==> src/rtl/smac_pkg.sv <==
// -----------------------------------------------------------------------------
// smac_pkg
// Shared definitions for the SMAC accumulator and its output stage.
//   acc_w()  : width of a finished dot-product sum, also used by AC3 ports
//   slot_t   : accumulator slot index (AC3 w_en encoding)
//   SHIFT_W  : width of the requantisation shift amount
// -----------------------------------------------------------------------------
package smac_pkg;

    localparam int SHIFT_W = 5;

    typedef logic [1:0] slot_t;

    // One bit per doubling of group size, operand precisions, accumulation
    // length, plus a sign bit.
    function automatic int acc_w(input int m, input int pa, input int pw, input int mno);
        return $clog2(m) + pa + pw + $clog2(mno) + 1;
    endfunction

endpackage

==> src/rtl/smac_out_fifo.sv <==
// -----------------------------------------------------------------------------
// smac_out_fifo
// Small synchronous FIFO with a registered head (no write-to-read bypass).
//   clk, rst    : clock, asynchronous active-high reset
//   push        : write push_data this cycle
//   push_data   : entry to store
//   pop_ready   : consumer accepts the head; a pop happens when head_valid too
//   head_valid  : FIFO not empty
//   head_data   : oldest entry, stable until popped
//   count       : number of stored entries (0..DEPTH)
// A push into a full FIFO is accepted only together with a pop.
// -----------------------------------------------------------------------------
module smac_out_fifo #(
    parameter int W     = 10,
    parameter int DEPTH = 4
) (
    input  logic                         clk,
    input  logic                         rst,
    input  logic                         push,
    input  logic [W-1:0]                 push_data,
    input  logic                         pop_ready,
    output logic                         head_valid,
    output logic [W-1:0]                 head_data,
    output logic [$clog2(DEPTH+1)-1:0]   count
);

    localparam int PTR_W = $clog2(DEPTH);
    localparam int CNT_W = $clog2(DEPTH+1);

    logic [W-1:0]     mem [DEPTH];
    logic [PTR_W-1:0] wr_ptr;
    logic [PTR_W-1:0] rd_ptr;
    logic             pop;
    logic             do_push;

    assign head_valid = (count != '0);
    assign head_data  = mem[rd_ptr];
    assign pop        = head_valid && pop_ready;
    // When full, the slot being written is the head being popped this cycle.
    assign do_push    = push && ((count != CNT_W'(DEPTH)) || pop);

    always_ff @(posedge clk or posedge rst) begin
        if (rst) begin
            // NOTE: the storage is reset on purpose: it is only a few entries
            // and the head must read as zero straight out of reset.
            for (int i = 0; i < DEPTH; i++) begin
                mem[i] <= '0;
            end
            wr_ptr <= '0;
            rd_ptr <= '0;
            count  <= '0;
        end else begin
            if (do_push) begin
                mem[wr_ptr] <= push_data;
                wr_ptr      <= wr_ptr + PTR_W'(1);
            end
            if (pop) begin
                rd_ptr <= rd_ptr + PTR_W'(1);
            end
            if (do_push && !pop) begin
                count <= count + CNT_W'(1);
            end else if (!do_push && pop) begin
                count <= count - CNT_W'(1);
            end
        end
    end

endmodule

==> src/rtl/smac_requant_out.sv <==
// -----------------------------------------------------------------------------
// smac_requant_out
// Output stage behind the AC3 accumulator: bias add, round-half-up arithmetic
// right shift, optional ReLU, saturation to Pa bits, then an output FIFO.
//   clk, rst             : clock, asynchronous active-high reset
//   acc_valid/acc_ready  : finished sum handshake (acc_in, slot acc_sel)
//   bias_we/sel/in       : write one of the four per-slot bias registers
//   shift, relu_en       : requantisation controls (static while busy)
//   out_valid/out_ready  : activation handshake (out_data, tag out_slot)
//   sat_flag, drop_err   : sticky status, cleared by clr_flags
// Pipeline: S1 (bias add) -> S2 (requant) -> FIFO. The pipeline never stalls;
// acc_ready is issued from credits so every accepted sum has a FIFO slot.
// -----------------------------------------------------------------------------
module smac_requant_out
    import smac_pkg::*;
#(
    parameter int  M     = 16,
    parameter int  Pa    = 8,
    parameter int  Pw    = 4,
    parameter int  MNO   = 288,
    parameter int  DEPTH = 4,
    localparam int ACC_W = acc_w(M, Pa, Pw, MNO)
) (
    input  logic                     clk,
    input  logic                     rst,
    input  logic                     acc_valid,
    output logic                     acc_ready,
    input  slot_t                    acc_sel,
    input  logic signed [ACC_W-1:0]  acc_in,
    input  logic                     bias_we,
    input  slot_t                    bias_sel,
    input  logic signed [ACC_W-1:0]  bias_in,
    input  logic [SHIFT_W-1:0]       shift,
    input  logic                     relu_en,
    output logic                     out_valid,
    input  logic                     out_ready,
    output logic signed [Pa-1:0]     out_data,
    output slot_t                    out_slot,
    output logic                     sat_flag,
    output logic                     drop_err,
    input  logic                     clr_flags
);

    localparam int CNT_W    = $clog2(DEPTH+1);
    localparam int SAT_HI_I = 2**(Pa-1) - 1;
    localparam int SAT_LO_I = -(2**(Pa-1));
    localparam logic signed [ACC_W+1:0] SAT_HI = (ACC_W+2)'(SAT_HI_I);
    localparam logic signed [ACC_W+1:0] SAT_LO = (ACC_W+2)'(SAT_LO_I);

    logic signed [ACC_W-1:0] bias_q [4];

    logic                    s1_v;
    slot_t                   s1_slot;
    logic signed [ACC_W:0]   s1_sum;

    logic                    s2_v;
    slot_t                   s2_slot;
    logic signed [Pa-1:0]    s2_data;

    logic [CNT_W-1:0]        fifo_count;
    logic [CNT_W:0]          in_flight;
    logic                    accept;
    logic                    drop_event;

    logic signed [ACC_W+1:0] wide;
    logic signed [ACC_W+1:0] rnd;
    logic signed [ACC_W+1:0] sum2;
    logic signed [Pa-1:0]    requant;
    logic                    sat_hit;

    logic [Pa+1:0]           head;

    // Everything in S1, S2 or the FIFO holds a slot; refuse new sums once all
    // DEPTH slots are spoken for.
    assign in_flight  = {1'b0, fifo_count} + (CNT_W+1)'(s1_v) + (CNT_W+1)'(s2_v);
    assign acc_ready  = (in_flight < (CNT_W+1)'(DEPTH));
    assign accept     = acc_valid && acc_ready;
    assign drop_event = acc_valid && !acc_ready;

    // S2 requantisation arithmetic on the S1 register.
    always_comb begin
        // NOTE: every variable gets a default before any branch so no path
        // leaves a value held, which would infer a latch.
        wide    = {s1_sum[ACC_W], s1_sum};
        rnd     = '0;
        sat_hit = 1'b0;
        if (shift != '0) begin
            rnd = (ACC_W+2)'(1) << (shift - SHIFT_W'(1));
        end
        sum2    = (shift != '0) ? ((wide + rnd) >>> shift) : wide;
        requant = sum2[Pa-1:0];
        // ReLU takes priority and is not counted as saturation.
        if (relu_en && sum2[ACC_W+1]) begin
            requant = '0;
        end else if (sum2 > SAT_HI) begin
            requant = Pa'(SAT_HI_I);
            sat_hit = 1'b1;
        end else if (sum2 < SAT_LO) begin
            requant = Pa'(SAT_LO_I);
            sat_hit = 1'b1;
        end
    end

    always_ff @(posedge clk or posedge rst) begin
        if (rst) begin
            for (int i = 0; i < 4; i++) begin
                bias_q[i] <= '0;
            end
            s1_v     <= 1'b0;
            s1_slot  <= '0;
            s1_sum   <= '0;
            s2_v     <= 1'b0;
            s2_slot  <= '0;
            s2_data  <= '0;
            sat_flag <= 1'b0;
            drop_err <= 1'b0;
        end else begin
            // NOTE: non-blocking assignments throughout, so S1 reads the bias
            // value from before a same-cycle bias write.
            if (bias_we) begin
                bias_q[bias_sel] <= bias_in;
            end

            s1_v <= accept;
            if (accept) begin
                s1_slot <= acc_sel;
                s1_sum  <= {acc_in[ACC_W-1], acc_in}
                         + {bias_q[acc_sel][ACC_W-1], bias_q[acc_sel]};
            end

            s2_v <= s1_v;
            if (s1_v) begin
                s2_slot <= s1_slot;
                s2_data <= requant;
            end

            // Set events beat a same-cycle clear.
            if (s1_v && sat_hit) begin
                sat_flag <= 1'b1;
            end else if (clr_flags) begin
                sat_flag <= 1'b0;
            end

            if (drop_event) begin
                drop_err <= 1'b1;
            end else if (clr_flags) begin
                drop_err <= 1'b0;
            end
        end
    end

    smac_out_fifo #(
        .W     (Pa + 2),
        .DEPTH (DEPTH)
    ) u_fifo (
        .clk        (clk),
        .rst        (rst),
        .push       (s2_v),
        .push_data  ({s2_slot, s2_data}),
        .pop_ready  (out_ready),
        .head_valid (out_valid),
        .head_data  (head),
        .count      (fifo_count)
    );

    assign out_slot = head[Pa+1:Pa];
    assign out_data = head[Pa-1:0];

endmodule
==> config.mk <==
export PLATFORM = sky130hd
export DESIGN_NAME = smac_requant_out
export DESIGN_NICKNAME = d
export VERILOG_FILES = /design/src/rtl/smac_pkg.sv /design/src/rtl/smac_out_fifo.sv /design/src/rtl/smac_requant_out.sv
export SDC_FILE = /design/constraint.sdc
export NUM_CORES = 1
export LEC_CHECK = 0
export ABC_AREA = 1
export CAP_MARGIN = 20
export CORE_MARGIN = 1.5
export CORE_UTILIZATION = 35
export DETAILED_ROUTE_END_ITERATION = 8
export PLACE_DENSITY_LB_ADDON = 0.25
export SYNTH_ARGS = -nofsm -noshare
export SYNTH_HDL_FRONTEND = slang
export SYNTH_HIERARCHICAL = 1
export SYNTH_SLANG_ARGS = --single-unit
==> constraint.sdc <==
create_clock -name clk -period 6.85 [get_ports clk]
set_clock_uncertainty 0.15 [all_clocks]
set_input_delay 0.685 -clock clk [delete_from_list [all_inputs] [get_ports clk]]
set_output_delay 0.685 -clock clk [all_outputs]
set_load 0.01 [all_outputs]
==> out/qor.txt <==
fillers: 4,240
NetSw: 2.19 mW
switch share: 43.1%
WL final: 44.7 mm
largest net degree at the start of global routing: 83
relative slew slack: 30.4%
Initial DRC Count: 1,131
overall power: 5.09 mW
FF+latch area: 4850 um2
P_int: 2.90 mW
Seq/Total Area, Yosys: 35.2%
CTS clk-pin slew, worst paths: 0.07 ns
clock latency on the worst-skew pair: 0.44 ns
antenna violations before repair: 0
Placed Instances: 2,603
Clk pwr share: 21.0%
synth unique cells: 49
HP Class: register to register
Syn Nets: 2,200
Crit. End Element: register
max_cap viols: 0
syn avg cell area: 6.65 um2
Primary FF master, synth: dfrtp_1
run status: complete, no violations
TritonCTS clock tree: done
Area growth, synth to finish: 13.8%
critical path data required time: 7.04 ns
TritonCTS buffer count: 17
WS Path Type: primary input to register
Total GRT Usage: 22.3%
Overflow after GRT: 0
CTS sink cnt: 194
peak supply drop: 0.176 mV
final worst path period share: 77.2%
Seq pwr share: 36.4%
post-place setup slack: 1.19 ns
Hold-fix buffers, CTS: 0
synthesized area: 13,800 um2
DRT antenna net count: 0
Detailed Routing Iterations Pass 1: 5
RSZ-0062 raised after global routing: false
DRC viols: 0
Synth Register Bits: 194
vias after detailed routing: 13,700
worst setup margin: 1.56 ns
H-tree depth: 4
clock root buffer master: clkbuf_16
multi-input logic area: 7730 um2
Fin. Hold Viols: 0
clock buffer depth: 2
arrival time worst endpoint: 5.47 ns
synth warn: 6
Worst setup SP type: primary input
core box area: 38,700 um2
Ant. Diodes: 0
Final Net Count: 2,235
slowest cell on the critical path: clkdlybuf4s50_1
# resized after CTS: 0
Port Buffers: 81
vias in the first global route: 13,200
crit path max fanout: 8
post-layout minimum cycle time: 5.29 ns
global-route wire length before repair: 71.6 mm
Non-Filler Instances: 2,636
Rows: 72
Routed WL per cell: 16.9 um
die area: 40,600 um2
vias per cell: 5.20
cells after synthesis: 2,070
I/O pin count: 82
top cell type's share of synthesized area: 35.2%
Final Setup Violations: 0
Post-CTS Setup Repair Bufs: 0
TNS Setup: 0 ns
Worst-Margin Slew: 1.04 ns
Leakage: 8.01 nW
Area contributors post-synth: dfrtp_1 (35%), nand2_1 (18%), nand3_1 (7.9%)
slowest stage delay, CP: 0.46 ns
fmax: 189 MHz
GPL Wtd Cong: 0.975
Final Max Slew Viols: 0
Die Wd: 201 um
Starting Density: 35.6%
final design utilization: 40.5%
PD cells: 324 nW/um2
layout cells sized above 1: 4.39%
Die Y: 201 um
FFs w/ async S/R, synth: 100%
Logic pwr share: 42.6%
DP HPWL: 33.4 mm
cell accounting for the most synthesized area: dfrtp_1
Post-synth EDFFs: 0
==> metrics by stage <==
| stage | cell area, um2 | hold slack (ns) |
|---|---|---|
| 3_5_place_dp | 15000 | 0.304 |
| 3_3_place_gp | 15000 | 0.299 |
| 2_1_floorplan | 13800 | 0.287 |
| 5_1_grt | 15700 | 0.333 |
| 6_report | 15700 | 0.318 |
| 4_1_cts | 15600 | 0.321 |
==> cells in the final DEF (no fill, tap or decap), drive strengths merged, types with 10 or more instances in the layout <==
cell type / count
a21oi: 56
buf: 24
clkbuf: 22
clkdlybuf4s50: 80
dfrtp: 194
ha: 59
inv: 214
nand2: 664
nand3: 223
nand4: 52
nor2: 182
o21ai: 221
o22ai: 38
or2: 10
xnor2: 15
xor2: 13
==> metal layers <==
layer  up-vias  track usage (%)  share of wire (%)
met4         0             7.57                3.0
li1       6848                -                  -
met2       411             36.3                 46
met3        62             2.74                4.4
met1      6377             30.7                 47
met5         -                0                  0
==> registers in the layout (all words and copies together) (netlist names), 2 cells and up <==
name / cells
bias_q: 104
s2_slot: 2
u_fifo/mem: 40
u_fifo/rd_ptr: 2
s1_slot: 2
s2_data: 8
u_fifo/wr_ptr: 2
u_fifo/count: 3
s1_sum: 27
==> path summary, 6_finish.rpt <==
check | endpoint | startpoint | cells after the start | slack [ns]
max | s2_data[2] | shift[1] | 35 | 1.56
min | u_fifo/mem[13] | u_fifo/mem[13] | 2 | 0.32
max reg2reg | s2_data[2] | s1_sum[10] | 24 | 2.95
min reg2reg | u_fifo/mem[13] | u_fifo/mem[13] | 2 | 0.32
max in group asynchronous | s1_sum[9] | rst | 3 | 4.55
min in group asynchronous | drop_err | rst | 2 | 0.63
==> final cells by class <==
type | instances | share of cell area, %
Clock inverter | 10 | 0.926
Clock buffer | 22 | 3.09
Tap cell | 518 | 4.14
Timing Repair Buffer | 104 | 6.37
Multi-Input combinational cell | 1573 | 49.3
Sequential cell | 194 | 31.0
Inverter | 215 | 5.21
==> power groups by stage <==
| stage | clock network (mW) | logic, mW | registers (mW) |
|---|---|---|---|
| after floorplan | 0 | 1.56 | 1.67 |
| final | 1.07 | 2.17 | 1.85 |
| after global routing | 1.13 | 2.47 | 1.88 |
| after global placement | 0 | 2.14 | 1.85 |
| after detailed placement | 0 | 2.16 | 1.86 |
| after CTS | 1.09 | 2.17 | 1.84 |
==> critical path, delay by kind of cell <==
family / cells / cell delay, ns
AOI/OAI and AO/OA: 1 / 0.23
adders and majority gates: 2 / 0.67
buffers and inverters: 6 / 0.94
and+or+nand+nor: 26 / 2.92
==> synthesized netlist by cell type, types with 2 or more instances <==
master    instances
inv_1           207
buf_1            12
a21boi_0          2
clkinv_1          3
nand3_1         218
buf_2            12
or2_2            10
nor4_1            2
nand4_1          52
nand2_2           4
nand2_1         658
clkbuf_2          2
nor3_1            2
a21o_1            2
xor2_1           13
dfrtp_1         194
buf_6             6
inv_2             3
ha_1             59
clkbuf_1         56
nor2_2            5
o21ai_0         218
fa_1              3
o221ai_1          3
a31oi_1           6
o211ai_1          7
nand3_2           5
xnor2_1          15
o21bai_1          3
o22ai_1          37
nor2_1          176
a21oi_1          56
nand2_4           2
a311oi_1          2
==> logic make-up after synthesis <==
| logic type | synth area share [%] |
|---|---|
| AO/OA/AOI/OAI | 13.7 |
| XOR/XNOR | 1.78 |
| adder cells (fa/ha/maj) | 5.80 |
| buffers and inverters | 8.74 |
| flip-flops | 35.2 |
| multiplexers | 0.0727 |
| AND/OR/NAND/NOR | 34.7 |
Note: power is estimated with default switching activity, not from simulation.
